$ cat config.mk
export PLATFORM = sky130hd
export DESIGN_NAME = total_zeros_dec
export DESIGN_NICKNAME = d
export VERILOG_FILES = /design/src/rtl/total_zeros_dec.sv
export SDC_FILE = /design/constraint.sdc
export NUM_CORES = 1
export LEC_CHECK = 0
export ABC_AREA = 1
export CAP_MARGIN = 20
export CORE_MARGIN = 5
export CORE_UTILIZATION = 66
export DETAILED_ROUTE_END_ITERATION = 6
export GPL_TIMING_DRIVEN = 0
export PLACE_DENSITY = 0.94
export SETUP_SLACK_MARGIN = 0.15
export SKIP_LAST_GASP = 1
export SYNTH_ARGS = -nofsm -noshare
export SYNTH_HDL_FRONTEND = slang
export SYNTH_SLANG_ARGS = --single-unit
$ cat constraint.sdc
create_clock -name clk -period 4.2 [get_ports clk]
set_input_delay 0.84 -clock clk [delete_from_list [all_inputs] [get_ports clk]]
set_output_delay 0.84 -clock clk [all_outputs]
set_load 0.01 [all_outputs]
$ cat src/rtl/total_zeros_dec.sv
// Bit-serial CAVLC total_zeros decoder (4x4 blocks): shifts in one bit per transfer
// and matches the growing prefix against the total_zeros VLC table chosen by TotalCoeff.
module total_zeros_dec #(
   parameter int MAX_LEN = 9
) (
   input  logic       clk,
   input  logic       rst,
   input  logic       start,
   input  logic [4:0] total_coeff,
   input  logic       bit_in,
   input  logic       bit_valid,
   output logic       bit_ready,
   output logic       busy,
   output logic       done,
   output logic       err,
   output logic [3:0] total_zeros,
   output logic [3:0] code_len
);

   // state | meaning
   // IDLE  | waiting for start
   // SHIFT | accepting bits, matching prefix after each transfer
   // DONE  | one-cycle done pulse
   // ERR   | one-cycle err pulse (illegal TotalCoeff or no match in MAX_LEN bits)
   typedef enum logic [1:0] {IDLE, SHIFT, DONE, ERR} state_t;

   state_t             state;
   logic [3:0]         tc;
   logic [3:0]         len;
   logic [MAX_LEN-1:0] shreg;
   logic [3:0]         len_nx;
   logic [MAX_LEN-1:0] shreg_nx;
   logic [4:0]         hit_tz;

   function automatic logic [4:0] hit(input logic [3:0] v);
      return {1'b1, v};
   endfunction

   // Returns {match, total_zeros}; the code is right-aligned in c with zeros above it.
   function automatic logic [4:0] lookup(input logic [3:0] t, input logic [3:0] n,
                                         input logic [MAX_LEN-1:0] c);
      logic [MAX_LEN+3:0] k;
      logic [4:0]         r;
      k = {n, c};
      r = '0;
      case (t)
         4'd1: case (k)
            {4'd1,9'b1}:         r = hit(4'd0);  {4'd3,9'b011}:       r = hit(4'd1);
            {4'd3,9'b010}:       r = hit(4'd2);  {4'd4,9'b0011}:      r = hit(4'd3);
            {4'd4,9'b0010}:      r = hit(4'd4);  {4'd5,9'b00011}:     r = hit(4'd5);
            {4'd5,9'b00010}:     r = hit(4'd6);  {4'd6,9'b000011}:    r = hit(4'd7);
            {4'd6,9'b000010}:    r = hit(4'd8);  {4'd7,9'b0000011}:   r = hit(4'd9);
            {4'd7,9'b0000010}:   r = hit(4'd10); {4'd8,9'b00000011}:  r = hit(4'd11);
            {4'd8,9'b00000010}:  r = hit(4'd12); {4'd9,9'b000000011}: r = hit(4'd13);
            {4'd9,9'b000000010}: r = hit(4'd14); {4'd9,9'b000000001}: r = hit(4'd15);
            default: r = '0;
         endcase
         4'd2: case (k)
            {4'd3,9'b111}:    r = hit(4'd0);  {4'd3,9'b110}:    r = hit(4'd1);
            {4'd3,9'b101}:    r = hit(4'd2);  {4'd3,9'b100}:    r = hit(4'd3);
            {4'd3,9'b011}:    r = hit(4'd4);  {4'd4,9'b0101}:   r = hit(4'd5);
            {4'd4,9'b0100}:   r = hit(4'd6);  {4'd4,9'b0011}:   r = hit(4'd7);
            {4'd4,9'b0010}:   r = hit(4'd8);  {4'd5,9'b00011}:  r = hit(4'd9);
            {4'd5,9'b00010}:  r = hit(4'd10); {4'd6,9'b000011}: r = hit(4'd11);
            {4'd6,9'b000010}: r = hit(4'd12); {4'd6,9'b000001}: r = hit(4'd13);
            {4'd6,9'b000000}: r = hit(4'd14);
            default: r = '0;
         endcase
         4'd3: case (k)
            {4'd4,9'b0101}:   r = hit(4'd0);  {4'd3,9'b111}:    r = hit(4'd1);
            {4'd3,9'b110}:    r = hit(4'd2);  {4'd3,9'b101}:    r = hit(4'd3);
            {4'd4,9'b0100}:   r = hit(4'd4);  {4'd4,9'b0011}:   r = hit(4'd5);
            {4'd3,9'b100}:    r = hit(4'd6);  {4'd3,9'b011}:    r = hit(4'd7);
            {4'd4,9'b0010}:   r = hit(4'd8);  {4'd5,9'b00011}:  r = hit(4'd9);
            {4'd5,9'b00010}:  r = hit(4'd10); {4'd6,9'b000001}: r = hit(4'd11);
            {4'd5,9'b00001}:  r = hit(4'd12); {4'd6,9'b000000}: r = hit(4'd13);
            default: r = '0;
         endcase
         4'd4: case (k)
            {4'd5,9'b00011}:  r = hit(4'd0);  {4'd3,9'b111}:    r = hit(4'd1);
            {4'd4,9'b0101}:   r = hit(4'd2);  {4'd4,9'b0100}:   r = hit(4'd3);
            {4'd3,9'b110}:    r = hit(4'd4);  {4'd3,9'b101}:    r = hit(4'd5);
            {4'd3,9'b100}:    r = hit(4'd6);  {4'd4,9'b0011}:   r = hit(4'd7);
            {4'd3,9'b011}:    r = hit(4'd8);  {4'd4,9'b0010}:   r = hit(4'd9);
            {4'd5,9'b00010}:  r = hit(4'd10); {4'd5,9'b00001}:  r = hit(4'd11);
            {4'd5,9'b00000}:  r = hit(4'd12);
            default: r = '0;
         endcase
         4'd5: case (k)
            {4'd4,9'b0101}:   r = hit(4'd0);  {4'd4,9'b0100}:   r = hit(4'd1);
            {4'd4,9'b0011}:   r = hit(4'd2);  {4'd3,9'b111}:    r = hit(4'd3);
            {4'd3,9'b110}:    r = hit(4'd4);  {4'd3,9'b101}:    r = hit(4'd5);
            {4'd3,9'b100}:    r = hit(4'd6);  {4'd4,9'b0010}:   r = hit(4'd7);
            {4'd3,9'b011}:    r = hit(4'd8);  {4'd5,9'b00001}:  r = hit(4'd9);
            {4'd4,9'b0001}:   r = hit(4'd10); {4'd5,9'b00000}:  r = hit(4'd11);
            default: r = '0;
         endcase
         4'd6: case (k)
            {4'd6,9'b000001}: r = hit(4'd0);  {4'd5,9'b00001}:  r = hit(4'd1);
            {4'd3,9'b111}:    r = hit(4'd2);  {4'd3,9'b110}:    r = hit(4'd3);
            {4'd3,9'b101}:    r = hit(4'd4);  {4'd3,9'b100}:    r = hit(4'd5);
            {4'd3,9'b011}:    r = hit(4'd6);  {4'd3,9'b010}:    r = hit(4'd7);
            {4'd4,9'b0001}:   r = hit(4'd8);  {4'd3,9'b001}:    r = hit(4'd9);
            {4'd6,9'b000000}: r = hit(4'd10);
            default: r = '0;
         endcase
         4'd7: case (k)
            {4'd6,9'b000001}: r = hit(4'd0);  {4'd5,9'b00001}:  r = hit(4'd1);
            {4'd3,9'b101}:    r = hit(4'd2);  {4'd3,9'b100}:    r = hit(4'd3);
            {4'd3,9'b011}:    r = hit(4'd4);  {4'd2,9'b11}:     r = hit(4'd5);
            {4'd3,9'b010}:    r = hit(4'd6);  {4'd4,9'b0001}:   r = hit(4'd7);
            {4'd3,9'b001}:    r = hit(4'd8);  {4'd6,9'b000000}: r = hit(4'd9);
            default: r = '0;
         endcase
         4'd8: case (k)
            {4'd6,9'b000001}: r = hit(4'd0);  {4'd4,9'b0001}:   r = hit(4'd1);
            {4'd5,9'b00001}:  r = hit(4'd2);  {4'd3,9'b011}:    r = hit(4'd3);
            {4'd2,9'b11}:     r = hit(4'd4);  {4'd2,9'b10}:     r = hit(4'd5);
            {4'd3,9'b010}:    r = hit(4'd6);  {4'd3,9'b001}:    r = hit(4'd7);
            {4'd6,9'b000000}: r = hit(4'd8);
            default: r = '0;
         endcase
         4'd9: case (k)
            {4'd6,9'b000001}: r = hit(4'd0);  {4'd6,9'b000000}: r = hit(4'd1);
            {4'd4,9'b0001}:   r = hit(4'd2);  {4'd2,9'b11}:     r = hit(4'd3);
            {4'd2,9'b10}:     r = hit(4'd4);  {4'd3,9'b001}:    r = hit(4'd5);
            {4'd2,9'b01}:     r = hit(4'd6);  {4'd5,9'b00001}:  r = hit(4'd7);
            default: r = '0;
         endcase
         4'd10: case (k)
            {4'd5,9'b00001}:  r = hit(4'd0);  {4'd5,9'b00000}:  r = hit(4'd1);
            {4'd3,9'b001}:    r = hit(4'd2);  {4'd2,9'b11}:     r = hit(4'd3);
            {4'd2,9'b10}:     r = hit(4'd4);  {4'd2,9'b01}:     r = hit(4'd5);
            {4'd4,9'b0001}:   r = hit(4'd6);
            default: r = '0;
         endcase
         4'd11: case (k)
            {4'd4,9'b0000}:   r = hit(4'd0);  {4'd4,9'b0001}:   r = hit(4'd1);
            {4'd3,9'b001}:    r = hit(4'd2);  {4'd3,9'b010}:    r = hit(4'd3);
            {4'd1,9'b1}:      r = hit(4'd4);  {4'd3,9'b011}:    r = hit(4'd5);
            default: r = '0;
         endcase
         4'd12: case (k)
            {4'd4,9'b0000}:   r = hit(4'd0);  {4'd4,9'b0001}:   r = hit(4'd1);
            {4'd2,9'b01}:     r = hit(4'd2);  {4'd1,9'b1}:      r = hit(4'd3);
            {4'd3,9'b001}:    r = hit(4'd4);
            default: r = '0;
         endcase
         4'd13: case (k)
            {4'd3,9'b000}:    r = hit(4'd0);  {4'd3,9'b001}:    r = hit(4'd1);
            {4'd1,9'b1}:      r = hit(4'd2);  {4'd2,9'b01}:     r = hit(4'd3);
            default: r = '0;
         endcase
         4'd14: case (k)
            {4'd2,9'b00}:     r = hit(4'd0);  {4'd2,9'b01}:     r = hit(4'd1);
            {4'd1,9'b1}:      r = hit(4'd2);
            default: r = '0;
         endcase
         4'd15: case (k)
            {4'd1,9'b0}:      r = hit(4'd0);  {4'd1,9'b1}:      r = hit(4'd1);
            default: r = '0;
         endcase
         default: r = '0;
      endcase
      return r;
   endfunction

   assign len_nx   = len + 4'd1;
   assign shreg_nx = {shreg[MAX_LEN-2:0], bit_in};
   assign hit_tz   = lookup(tc, len_nx, shreg_nx);

   always_ff @(posedge clk) begin
      if (rst) begin
         state       <= IDLE;
         tc          <= '0;
         len         <= '0;
         shreg       <= '0;
         bit_ready   <= 1'b0;
         busy        <= 1'b0;
         done        <= 1'b0;
         err         <= 1'b0;
         total_zeros <= '0;
         code_len    <= '0;
      end else begin
         case (state)
            IDLE: begin
               if (start) begin
                  busy <= 1'b1;
                  if (total_coeff != 5'd0 && !total_coeff[4]) begin
                     tc        <= total_coeff[3:0];
                     len       <= '0;
                     shreg     <= '0;
                     bit_ready <= 1'b1;
                     state     <= SHIFT;
                  end else begin
                     code_len <= '0;
                     err      <= 1'b1;
                     state    <= ERR;
                  end
               end
            end
            SHIFT: begin
               if (bit_valid) begin
                  len   <= len_nx;
                  shreg <= shreg_nx;
                  if (hit_tz[4]) begin
                     total_zeros <= hit_tz[3:0];
                     code_len    <= len_nx;
                     done        <= 1'b1;
                     bit_ready   <= 1'b0;
                     state       <= DONE;
                  end else if (len_nx == 4'(MAX_LEN)) begin
                     code_len  <= 4'(MAX_LEN);
                     err       <= 1'b1;
                     bit_ready <= 1'b0;
                     state     <= ERR;
                  end
               end
            end
            default: begin
               done      <= 1'b0;
               err       <= 1'b0;
               busy      <= 1'b0;
               bit_ready <= 1'b0;
               state     <= IDLE;
            end
         endcase
      end
   end

endmodule
; ---- Word-level counts from Yosys, hierarchy flattened
; Cells that the tools add are included.
[word_totals]
memories = 0
out_inout_bits = 12
mem_bits_rw = 0
latchBits = 0
rom_bits = 0
in_bits = 10
regBits = 30
[op_classes]
order_cmp = 0
bitwise = 2
n_div = 0
muxes = 53
add_sub_neg = 1
n_shift = 0
n_eq_ne = 60
n_reduce_logical = 14
n_mul = 0
[ops]
columns = cell, count
row1 = $eq A13 B12 Y1 const B, 16
row2 = $eq A13 B11 Y1 const B, 12
row3 = $pmux W5 S15, 2
row4 = $pmux W5 S16, 1
row5 = $pmux W5 S14, 1
row6 = $eq A13 B13 Y1 const B, 5
row7 = $pmux W5 S13, 1
row8 = $pmux W5 S12, 1
row9 = $pmux W5 S11, 1
row10 = $pmux W5 S10, 1
row11 = $pmux W5 S9, 1
row12 = $pmux W5 S8, 1
row13 = $eq A4 B4 Y1 const B, 9
row14 = $pmux W5 S7, 1
row15 = $mux W4, 8
row16 = $pmux W5 S6, 1
row17 = $eq A13 B10 Y1 const B, 2
row18 = $pmux W5 S5, 1
row19 = $mux W8, 3
row20 = $pmux W5 S4, 1
row21 = $eq A4 B3 Y1 const B, 4
row22 = $pmux W4 S2, 2
row23 = $pmux W8 S2, 1
row24 = $pmux W5 S3, 1
row25 = 21 further kinds, 53

; ---- Longest topological paths before layout
; Gate-level depths: netlist of run 1.
[depth]
ltp_word = 7
mapped_depth = 22

; ---- Least setup slack after synthesis of run 1
; No wires, ideal clock.
[synth_path]
path_kind = input to register
startpoint = input port bit_in
endpoint = register code_len[0]
path_stages = 16
required_ns = 4.087
path_buffers = 0
t_arrival_ns = 2.331
setup_slack_ns = 1.756
path_cell_list = inv_1 -> nor2_2 -> nand2_1 -> nor2_4 -> o21ai_2 -> nand2_1 -> nor2_1 -> nand2_1 -> nand2_1 -> nand2_2 -> nor2_4 -> nand4_4 -> nand2_2 -> nand2_1 -> nand2_1 -> nor2_1
[synth_between]
elab_chain_cells = 6
word_cells_on_any_way = 56
[synth_lines]
columns = item, line
row1 = from (decl), 10  ; input logic bit_in,
row2 = "$eq A13 B13 Y1, or another cell as far along", 47  ; 4'd1: case (k)
row3 = "$pmux W5 S16, or another cell as far along", 47
row4 = $pmux W5 S15 *, 46  ; case (t)
row5 = $mux W4, 206  ; if (hit_tz[4]) begin
row6 = $mux W4, 203  ; if (bit_valid) begin
row7 = $pmux W4 S2, 185  ; case (state)
row8 = to (signal assigned), 208  ; code_len <= len_nx;
row9 = to (signal assigned), 213  ; code_len <= 4'(MAX_LEN);
row10 = to (decl), 17  ; output logic [3:0] code_len
; Mark *: on every way between the ends. The rest lies on a longest branch, timed or not. The select of a mux whose other input is x is not followed.
; A chain may end at the register's enable or synchronous reset.

; ---- Final worst setup path of run 1
; Same ends and word-level chain as after synthesis.

==> results of run 1 <==
layer usage:
metal / global-route usage [%] / wire length [um] / vias to the layer above
met1: 44.4 / 4780 / 2126
met3: 6.60 / 1470 / 70
met5: 0 / 0 / -
li1: - / - / 2259
met2: 57.5 / 5710 / 384
met4: 15.8 / 539 / 0
worst max-delay path by stage:
stage | depth (start not counted) | from | end
finish | 17 | bit_in | code_len[0]
global placement | 17 | bit_in | code_len[0]
detailed placement | 18 | bit_in | total_zeros[0]
floorplan | 16 | bit_in | code_len[0]
global route | 18 | bit_in | code_len[3]
CTS | 18 | bit_in | total_zeros[2]
worst max-delay path: cells and delay by family:
kind,cells,cell delay (ps)
AOI/OAI and AO/OA,1,220
buffers and inverters,2,700
and+or+nand+nor,14,1850
logic make-up after synthesis:
group	Yosys count	share of synthesized area [%]
compound gates	81	11.7
fa+ha+maj	2	0.667
buf+inv	89	10.2
flops	30	16.0
simple gates	478	61.4
sequential cells by signal, indices dropped and copies added, names as in the netlist:
register	cells
busy	1
tc	4
state	2
shreg	8
total_zeros	4
bit_ready	1
code_len	4
done	1
len	4
err	1
placed cells by master (no fill, tap or decap), types with 6 or more instances in the layout:
| master | netlist | layout |
|---|---|---|
| a21oi_1 | 27 | 27 |
| nor2_2 | 12 | 12 |
| inv_1 | 66 | 66 |
| inv_2 | 11 | 11 |
| nand2_1 | 202 | 202 |
| o21ai_0 | 29 | 29 |
| nand4_1 | 15 | 15 |
| clkdlybuf4s50_1 | 0 | 21 |
| nor2_4 | 11 | 11 |
| nand2_4 | 6 | 6 |
| nor2_1 | 114 | 114 |
| nand3_1 | 72 | 72 |
| o21ai_1 | 11 | 11 |
| nand2_2 | 20 | 20 |
| nand3_2 | 9 | 9 |
| dfxtp_1 | 30 | 30 |
layout make-up:
cell class,instances,area share (%)
multi-input combinational,561,66.8
sequential,30,14.5
inverter,78,7.13
timing repair buffer,21,5.07
tap,72,2.17
buffer,11,2.11
clock buffer,5,1.66
clock inverter,3,0.513
power by group:
part / switching [mW] / internal [mW] / leakage, nW
clock network: 0.120 / 0.116 / 0.0441
registers: 0.0469 / 0.345 / 0.245
logic: 0.716 / 0.352 / 2.10
total: 0.883 / 0.814 / 2.39
stage by stage:
stage	hold slack, ps	setup WS, ps	instance area, um2	cells	power, mW
after global placement	453	638	4050	773	1.40
after global routing	497	535	4140	781	1.83
after floorplan	465	1760	3750	680	1.14
after CTS	477	867	4140	781	1.66
after detailed placement	464	578	4050	773	1.43
final	474	743	4140	781	1.70
==> flow_summary.json, run 1 <==
{
  "row_count": 27,
  "start_util_pct": 68.1,
  "wl_um": 12500,
  "clk_pin_slew_ps": 80,
  "grt_max_degree": 12,
  "path_max_fanout": 8,
  "p_leak_nw": 2.39,
  "tightest_slew_ps": 574,
  "final-hold-violation-count": 0,
  "p_per_area_mw_per_mm2": 409,
  "firstDrtPassIters": 7,
  "endpoint_kind": "register",
  "crit_path_start_kind": "input pin",
  "multi_input_comb_area_mm2": 0.00277,
  "ys_top_cells_by_count": "202 x nand2_1, 114 x nor2_1, 72 x nand3_1, 66 x inv_1, 30 x dfxtp_1",
  "die_y_um": 85.4,
  "cts_sinks": 30,
  "r2r_end": "code_len[0]",
  "cts_max_level": 2,
  "port_buffers": 21,
  "slew_violations": 0,
  "io_pins": 22,
  "cts_buffers": 5,
  "core_area_mm2": 0.00551,
  "criticalPathCategory": "in2reg",
  "die_w_um": 85.4,
  "drtAntennaViolNets": 0,
  "synth-seq-cells": 30,
  "setup_viol": 0,
  "max_stage_delay_ps": 610,
  "fill_cells": 487,
  "crit_path_top_delay_cell": "clkdlybuf4s50_1",
  "drive_gt1_share_pct": 13.5,
  "antenna_cells": 0,
  "fin_setup_tns_ps": 0,
  "grt_pass1_wl_um": 21000,
  "timing.rr.start": "len[0]",
  "hold_depth": 2,
  "rsz0062_at_grt": "no",
  "reg2reg_slack_ps": 1060,
  "netlist_instances": 680,
  "num_vias": 4839,
  "die-area_mm2": 0.00729,
  "avgRoutedWirePerCell_um": 16.0,
  "cts_buffer_depth": 2,
  "reg2reg_depth": 18,
  "fmax_ghz": 0.289,
  "crit_chain": "clkdlybuf4s50_1, nand2_2, inv_1, nand2_1, nor2_4, nand2_1, nand2_2, nor2_1, nand2_1, o21ai_2, nand2_2, nor2_4, nand4_4, nand2_2, nand2_1, nand2_1, nor2_1",
  "synth_largest_area_cell": "nand2_1",
  "seq_area_frac_synth_pct": 16.0,
  "place_hpwl_um": 9780,
  "area_delta_synth_final_pct": 10.4,
  "avgSynthCellArea_um2": 5.52,
  "min_from": "done",
  "final_util_pct": 75.2,
  "cts_tree": "done",
  "vias_per_cell": 6.20,
  "yosys_warnings": 0,
  "max-vdd-ir-drop_mv": 0.366,
  "clock_latency_ps": 290,
  "synthArstFlopShare_pct": 0,
  "arrival_ps": 3630,
  "synthTopCellsByArea": "nand2_1 20%, dfxtp_1 16%, nor2_1 11%",
  "yosysMostFrequentCell": "nand2_1",
  "grt_usage_pct": 35.1,
  "finalClockSkew_ps": 15.1,
  "cts_resized": 0,
  "drt-initial-drc-count": 894,
  "outcome": "finished with violations",
  "final_net_count": 720,
  "yosysUniqueCellTypes": 36,
  "timing.final.crit_share_pct": 82.3,
  "drc": 58,
  "cpMostUsedCell": "nand2_1",
  "antenna_found_initial": 0,
  "violations": "design-rule violations",
  "root_buffer": "clkbuf_8",
  "relSlewSlack_pct": 61.6,
  "netlist.area_leader.share_pct": 20.2,
  "gp_congestion": 1.15,
  "cap_violations": 0,
  "synth_edf_count": 0,
  "holdPathEnd": "done",
  "ys.flop_type": "dfxtp_1",
  "worstHoldPathType": "reg2reg",
  "grt_pass1_vias": 4519,
  "critPathRequiredTime_ps": 4370,
  "post_cts_buffers": 0,
  "period_needed_ps": 3460,
  "syn_nets": 692,
  "seq_area_um2": 601,
  "ctsHoldBuffers": 0,
  "synthesis.area_mm2": 0.00375,
  "grt_overflow": 0
}
Power figures use the tool's default switching activity.
==> inputs of run 2 (changes only) <==
--- a/config.mk
+++ b/config.mk
@@ -8,10 +8,10 @@
 export ABC_AREA = 1
 export CAP_MARGIN = 20
 export CORE_MARGIN = 5
-export CORE_UTILIZATION = 66
+export CORE_UTILIZATION = 61
 export DETAILED_ROUTE_END_ITERATION = 6
 export GPL_TIMING_DRIVEN = 0
-export PLACE_DENSITY = 0.94
+export PLACE_DENSITY = 0.88
 export SETUP_SLACK_MARGIN = 0.15
 export SKIP_LAST_GASP = 1
 export SYNTH_ARGS = -nofsm -noshare
==> constraint.sdc (replaced) <==
create_clock -name clk -period 3.35 [get_ports clk]
set_input_delay 0.67 -clock clk [delete_from_list [all_inputs] [get_ports clk]]
set_output_delay 0.67 -clock clk [all_outputs]
set_load 0.01 [all_outputs]
==> flow_summary.json, run 2 (synthesis results as in run 1) <==
{
  "cts_buffer_depth": 2,
  "ctsHoldBuffers": 0,
  "cts_tree": "done",
  "endpoint_kind": "register",
  "hold_depth": 2,
  "cts_buffers": 5,
  "vias_per_cell": 6.03,
  "worstHoldPathType": "reg2reg",
  "cts_sinks": 30,
  "firstDrtPassIters": 7,
  "crit_chain": "buf_4, inv_2, ha_2, inv_1, nand3_2, nor2_2, buf_6, o21ai_1, nand2_1, nor2_1, nand3_1, nand2_1, nand3_1, nor2_1, nand3_1, nand3_1, nand2_1, a21oi_1",
  "setup_viol": 0,
  "combPwrFrac_pct": 62.3,
  "holdPathEnd": "busy",
  "wl_met3_um": 1440,
  "place_area_mm2": 0.00406,
  "grt_pass1_wl_um": 21200,
  "crit_path_start_kind": "register",
  "core_area_mm2": 0.00596,
  "p_leak_nw": 2.40,
  "start_util_pct": 63.0,
  "drtAntennaViolNets": 0,
  "final_net_count": 720,
  "die_w_um": 88.4,
  "row_count": 28,
  "criticalPathCategory": "reg2reg",
  "reg2reg_depth": 18,
  "num_vias": 4729,
  "avgRoutedWirePerCell_um": 16.6,
  "timing.rr.start": "len[0]",
  "p_switching_mw": 1.12,
  "violations": "design-rule violations",
  "die_y_um": 88.4,
  "arrival_ps": 3180,
  "internal_power_mw": 1.04,
  "root_buffer": "clkbuf_8",
  "drc": 7,
  "gp_congestion": 1.13,
  "path_max_fanout": 10,
  "final_cell_mix": "201 x nand2_1, 111 x nor2_1, 72 x nand3_1, 66 x inv_1, 30 x dfxtp_1",
  "cap_violations": 0,
  "rsz0062_at_grt": "no",
  "fill_cells": 566,
  "path_buf_inv": 4,
  "fmax_ghz": 0.336,
  "drive_gt1_share_pct": 14.2,
  "die-area_mm2": 0.00782,
  "antenna_found_initial": 0,
  "period_needed_ps": 2980,
  "area_delta_synth_final_pct": 11.0,
  "grt_usage_pct": 34.6,
  "tightest_slew_ps": 470,
  "min_from": "busy",
  "fin_cells": 784,
  "clk_pin_slew_ps": 70,
  "crit_path_top_delay_cell": "ha_2",
  "pwr-share-clk_pct": 14.9,
  "max-vdd-ir-drop_mv": 0.480,
  "regMostFlops": "shreg",
  "finalClockSkew_ps": 11.4,
  "drt-initial-drc-count": 690,
  "drt-met1-wl_um": 5070,
  "final_area_mm2": 0.00417,
  "wl_um": 13000,
  "power_frac_seq_pct": 22.8,
  "grt_overflow": 0,
  "p_per_area_mw_per_mm2": 518,
  "cp_top_family": "simple AND/OR/NAND/NOR gates",
  "cpMostUsedCell": "nand3_1",
  "place_inst": 776,
  "outcome": "finished with violations",
  "reg2reg_slack_ps": 370,
  "slew_violations": 0,
  "antenna_cells": 0,
  "max_stage_delay_ps": 390,
  "largest_register_ffs": 8,
  "port_buffers": 21,
  "place_hpwl_um": 10200,
  "routed.top_layer": "met4",
  "r2r_end": "done",
  "grt_pass1_vias": 4459,
  "critPathRequiredTime_ps": 3550,
  "cts_max_level": 2,
  "clock_latency_ps": 290,
  "timing.final.crit_share_pct": 89.0,
  "relSlewSlack_pct": 68.7,
  "final_common_cell": "nand2_1",
  "final-hold-violation-count": 0,
  "io_pins": 22,
  "grt_max_degree": 11,
  "dr_wl_met2_um": 5930,
  "sw_frac_of_total_pct": 51.7
}
## run 2: worst max-delay path by stage
stage / startpoint / to / depth (start not counted)
after global routing: len[0] / done / 18
after CTS: bit_in / code_len[3] / 18
after detailed placement: bit_in / code_len[3] / 18
after global placement: bit_in / code_len[0] / 17
after floorplan: len[0] / code_len[0] / 19
final: len[0] / done / 18
## run 2: layout make-up
type	instances	area (um2)	area share, %
multi-input cells	561	2780	66.8
flip-flops and latches	30	601	14.4
inverters	78	295	7.09
repair buffers	21	213	5.11
well taps	75	93.8	2.25
plain buffers	11	87.6	2.10
clock buffers	6	82.6	1.98
clock inverters	2	12.5	0.300
## run 2: metrics by stage
stage | util, % | hold slack (ps) | setup TNS, ps | power, mW | worst slack (ps)
after detailed placement | 68.1 | 461 | -712 | 1.79 | -109
after global placement | 68.1 | 452 | -123 | 1.75 | -30.2
after floorplan | - | 465 | 0 | 1.43 | 931
final | 70.0 | 477 | 0 | 2.16 | 370
after CTS | 69.7 | 478 | 0 | 2.11 | 191
after global routing | 70.0 | 507 | 0 | 2.33 | 149
## run 2: power by group through the flow
stage / logic [mW] / registers, mW / clock network, mW
detailed placement: 1.29 / 0.496 / 0
global placement: 1.26 / 0.491 / 0
CTS: 1.30 / 0.489 / 0.324
floorplan: 0.925 / 0.507 / 0
global route: 1.48 / 0.502 / 0.348
finish: 1.35 / 0.491 / 0.323
## run 2: timing repair
| item | CTS | global route |
|---|---|---|
| setup endpoints to repair | 0 | 13 |
| endpoints found under the hold margin | 0 | 0 |
| gates resized for setup | 0 | 6 |
| buffers inserted | 0 | 0 |
## run 2: routing by layer
| metal | up-vias | global-route usage [%] |
|---|---|---|
| met2 | 313 | 56.5 |
| met1 | 2106 | 44.1 |
| met5 | - | 0 |
| met4 | 0 | 16.5 |
| met3 | 57 | 6.15 |
| li1 | 2253 | - |
## run 2: worst reg2reg max path, cell delays in order (launching register included)
cell     delay (ps)
dfxtp_1         340
buf_4           160
inv_2            50
ha_2            390
inv_1           130
nand3_2         100
nor2_2           60
buf_6           160
o21ai_1         230
nand2_1         100
nor2_1          100
nand3_1         130
nand2_1         210
nand3_1         100
nor2_1          130
nand3_1         170
nand3_1         120
nand2_1          50
a21oi_1         180
==> inputs of run 3 (changes only) <==
--- a/config.mk
+++ b/config.mk
@@ -12,7 +12,7 @@
 export DETAILED_ROUTE_END_ITERATION = 6
 export GPL_TIMING_DRIVEN = 0
 export PLACE_DENSITY = 0.88
-export SETUP_SLACK_MARGIN = 0.15
+export SETUP_SLACK_MARGIN = 0.5
 export SKIP_LAST_GASP = 1
 export SYNTH_ARGS = -nofsm -noshare
 export SYNTH_HDL_FRONTEND = slang
==> flow_summary.json, run 3 (synthesis results as in run 1) <==
{
  "core_area_mm2": 0.00596,
  "area_delta_synth_final_pct": 13.5,
  "crit_path_start_kind": "register",
  "power_frac_seq_pct": 22.3,
  "worstHoldPathType": "reg2reg",
  "place_ws_ps": -109,
  "grt_pass1_wl_um": 21300,
  "crit_path_top_delay_cell": "dfxtp_1",
  "multi_input_comb_area_mm2": 0.00288,
  "drtAntennaViolNets": 0,
  "antenna_cells": 0,
  "grt_overflow": 0,
  "p_leak_nw": 2.42,
  "cts_buffers": 5,
  "max-vdd-ir-drop_mv": 0.488,
  "final_net_count": 720,
  "fin_setup_tns_ps": 0,
  "p_per_area_mw_per_mm2": 518,
  "combPwrFrac_pct": 63.1,
  "final-hold-violation-count": 0,
  "cpMostUsedCell": "nand2_1",
  "path_max_fanout": 10,
  "clk_pin_slew_ps": 70,
  "io_pins": 22,
  "avgRoutedWirePerCell_um": 16.5,
  "tightest_slew_ps": 475,
  "seq_area_um2": 602,
  "outcome": "finished, final reports clean",
  "cap_violations": 0,
  "finalClockSkew_ps": 10.5,
  "grt_max_degree": 11,
  "total_power_mw": 2.20,
  "criticalPathCategory": "reg2reg",
  "fill_cells": 547,
  "endpoint_kind": "register",
  "grt_usage_pct": 34.8,
  "row_count": 28,
  "period_needed_ps": 2690,
  "final_util_pct": 71.5,
  "gp_congestion": 1.13,
  "max_stage_delay_ps": 340,
  "p_switching_mw": 1.15,
  "slew_violations": 0,
  "setup_viol": 0,
  "vias_per_cell": 6.06,
  "fmax_ghz": 0.372,
  "final_common_cell": "nand2_1",
  "sw_frac_of_total_pct": 52.0,
  "rsz0062_at_grt": "no",
  "internal_power_mw": 1.06,
  "relSlewSlack_pct": 68.2,
  "pwr-share-clk_pct": 14.5,
  "cts_sinks": 30,
  "post_cts_buffers": 0,
  "critPathRequiredTime_ps": 3540,
  "die_y_um": 88.4,
  "cts_buffer_depth": 2,
  "clock_latency_ps": 290,
  "cp_top_family": "simple AND/OR/NAND/NOR gates",
  "regMostFlops": "shreg",
  "largest_register_ffs": 8,
  "cts_max_level": 2,
  "final_cell_mix": "198 x nand2_1, 106 x nor2_1, 68 x nand3_1, 65 x inv_1",
  "setup_ws_ps": 665,
  "antenna_found_initial": 0,
  "drive_gt1_share_pct": 16.8,
  "crit_chain": "buf_4, inv_2, ha_4, inv_2, nand3_2, nor2_4, buf_6, nand2_4, nand2_2, nor2_1, nand2_1, o21ai_2, nand2_2, nor2_4, nand4_4, nand2_4, nand2_1, nand2_1, nor2_1",
  "hold_ws_ps": 476,
  "drc": 0,
  "firstDrtPassIters": 5,
  "die-area_mm2": 0.00782,
  "grt_pass1_vias": 4479,
  "arrival_ps": 2870,
  "path_buf_inv": 4,
  "place_hpwl_um": 10200,
  "start_util_pct": 63.0,
  "cts_tree": "done",
  "die_w_um": 88.4,
  "drt-initial-drc-count": 773,
  "num_vias": 4753,
  "port_buffers": 21,
  "timing.final.crit_share_pct": 80.2,
  "root_buffer": "clkbuf_8",
  "wl_um": 12900
}
[run 3: cell types whose count changed in the layout (fill, tap and decap cells not counted), sizes merged]
cell | before | now
dlymetal6s2s | 1 | 0
clkbuf | 9 | 10
[run 3: path summary, 6_finish.rpt]
check | startpoint | end | slack [ps] | cells past startpoint
worst min-delay path | busy | busy | 480 | 2
worst max register to register | len[0] | code_len[3] | 660 | 19
worst min register to register | busy | busy | 480 | 2
worst max-delay path | len[0] | code_len[3] | 660 | 19
[run 3: worst register-to-register path, cell delays in order (launching register included)]
cell and delay (ps):
dfxtp_1 340, buf_4 160, inv_2 60, ha_4 310, inv_2 80, nand3_2 90, nor2_4 50, buf_6 160
nand2_4 70, nand2_2 70, nor2_1 180, nand2_1 100, o21ai_2 190, nand2_2 110, nor2_4 170, nand4_4 190
nand2_4 120, nand2_1 50, nand2_1 50, nor2_1 40
[run 3: repair_timing]
action / 4_1_cts / 5_1_grt
hold buffers: 0 / 0
cloned: 0 / 0
setup endpoints to repair: 13 / 13
gates resized for setup: 11 / 22
[run 3: layout make-up]
| class | instances | area share [%] |
|---|---|---|
| Multi-Input combinational cell | 561 | 67.6 |
| Sequential cell | 30 | 14.1 |
| Inverter | 78 | 6.93 |
| Timing Repair Buffer | 21 | 4.82 |
| Tap cell | 75 | 2.20 |
| Buffer | 11 | 2.06 |
| Clock buffer | 6 | 1.94 |
| Clock inverter | 2 | 0.294 |
[run 3: per-stage QoR]
step / cells / instance area, um2
floorplan: 680 / 3750
global placement: 776 / 4060
detailed placement: 776 / 4060
CTS: 784 / 4180
global route: 784 / 4260
finish: 784 / 4260
[run 3: power by group through the flow]
stage	Combinational [mW]	Clock [mW]	Sequential, mW
2_1_floorplan	0.925	0	0.507
5_1_grt	1.53	0.347	0.501
6_report	1.39	0.321	0.492
3_5_place_dp	1.29	0	0.496
4_1_cts	1.31	0.324	0.489
3_3_place_gp	1.26	0	0.491
[run 3: routing by layer]
layer / track usage (%) / up-vias / share of wire, %
met2: 56.8 / 331 / 46
met1: 44.4 / 2103 / 39
met4: 16.6 / 0 / 4.6
li1: - / 2256 / -
met3: 5.87 / 63 / 11
met5: 0 / - / 0
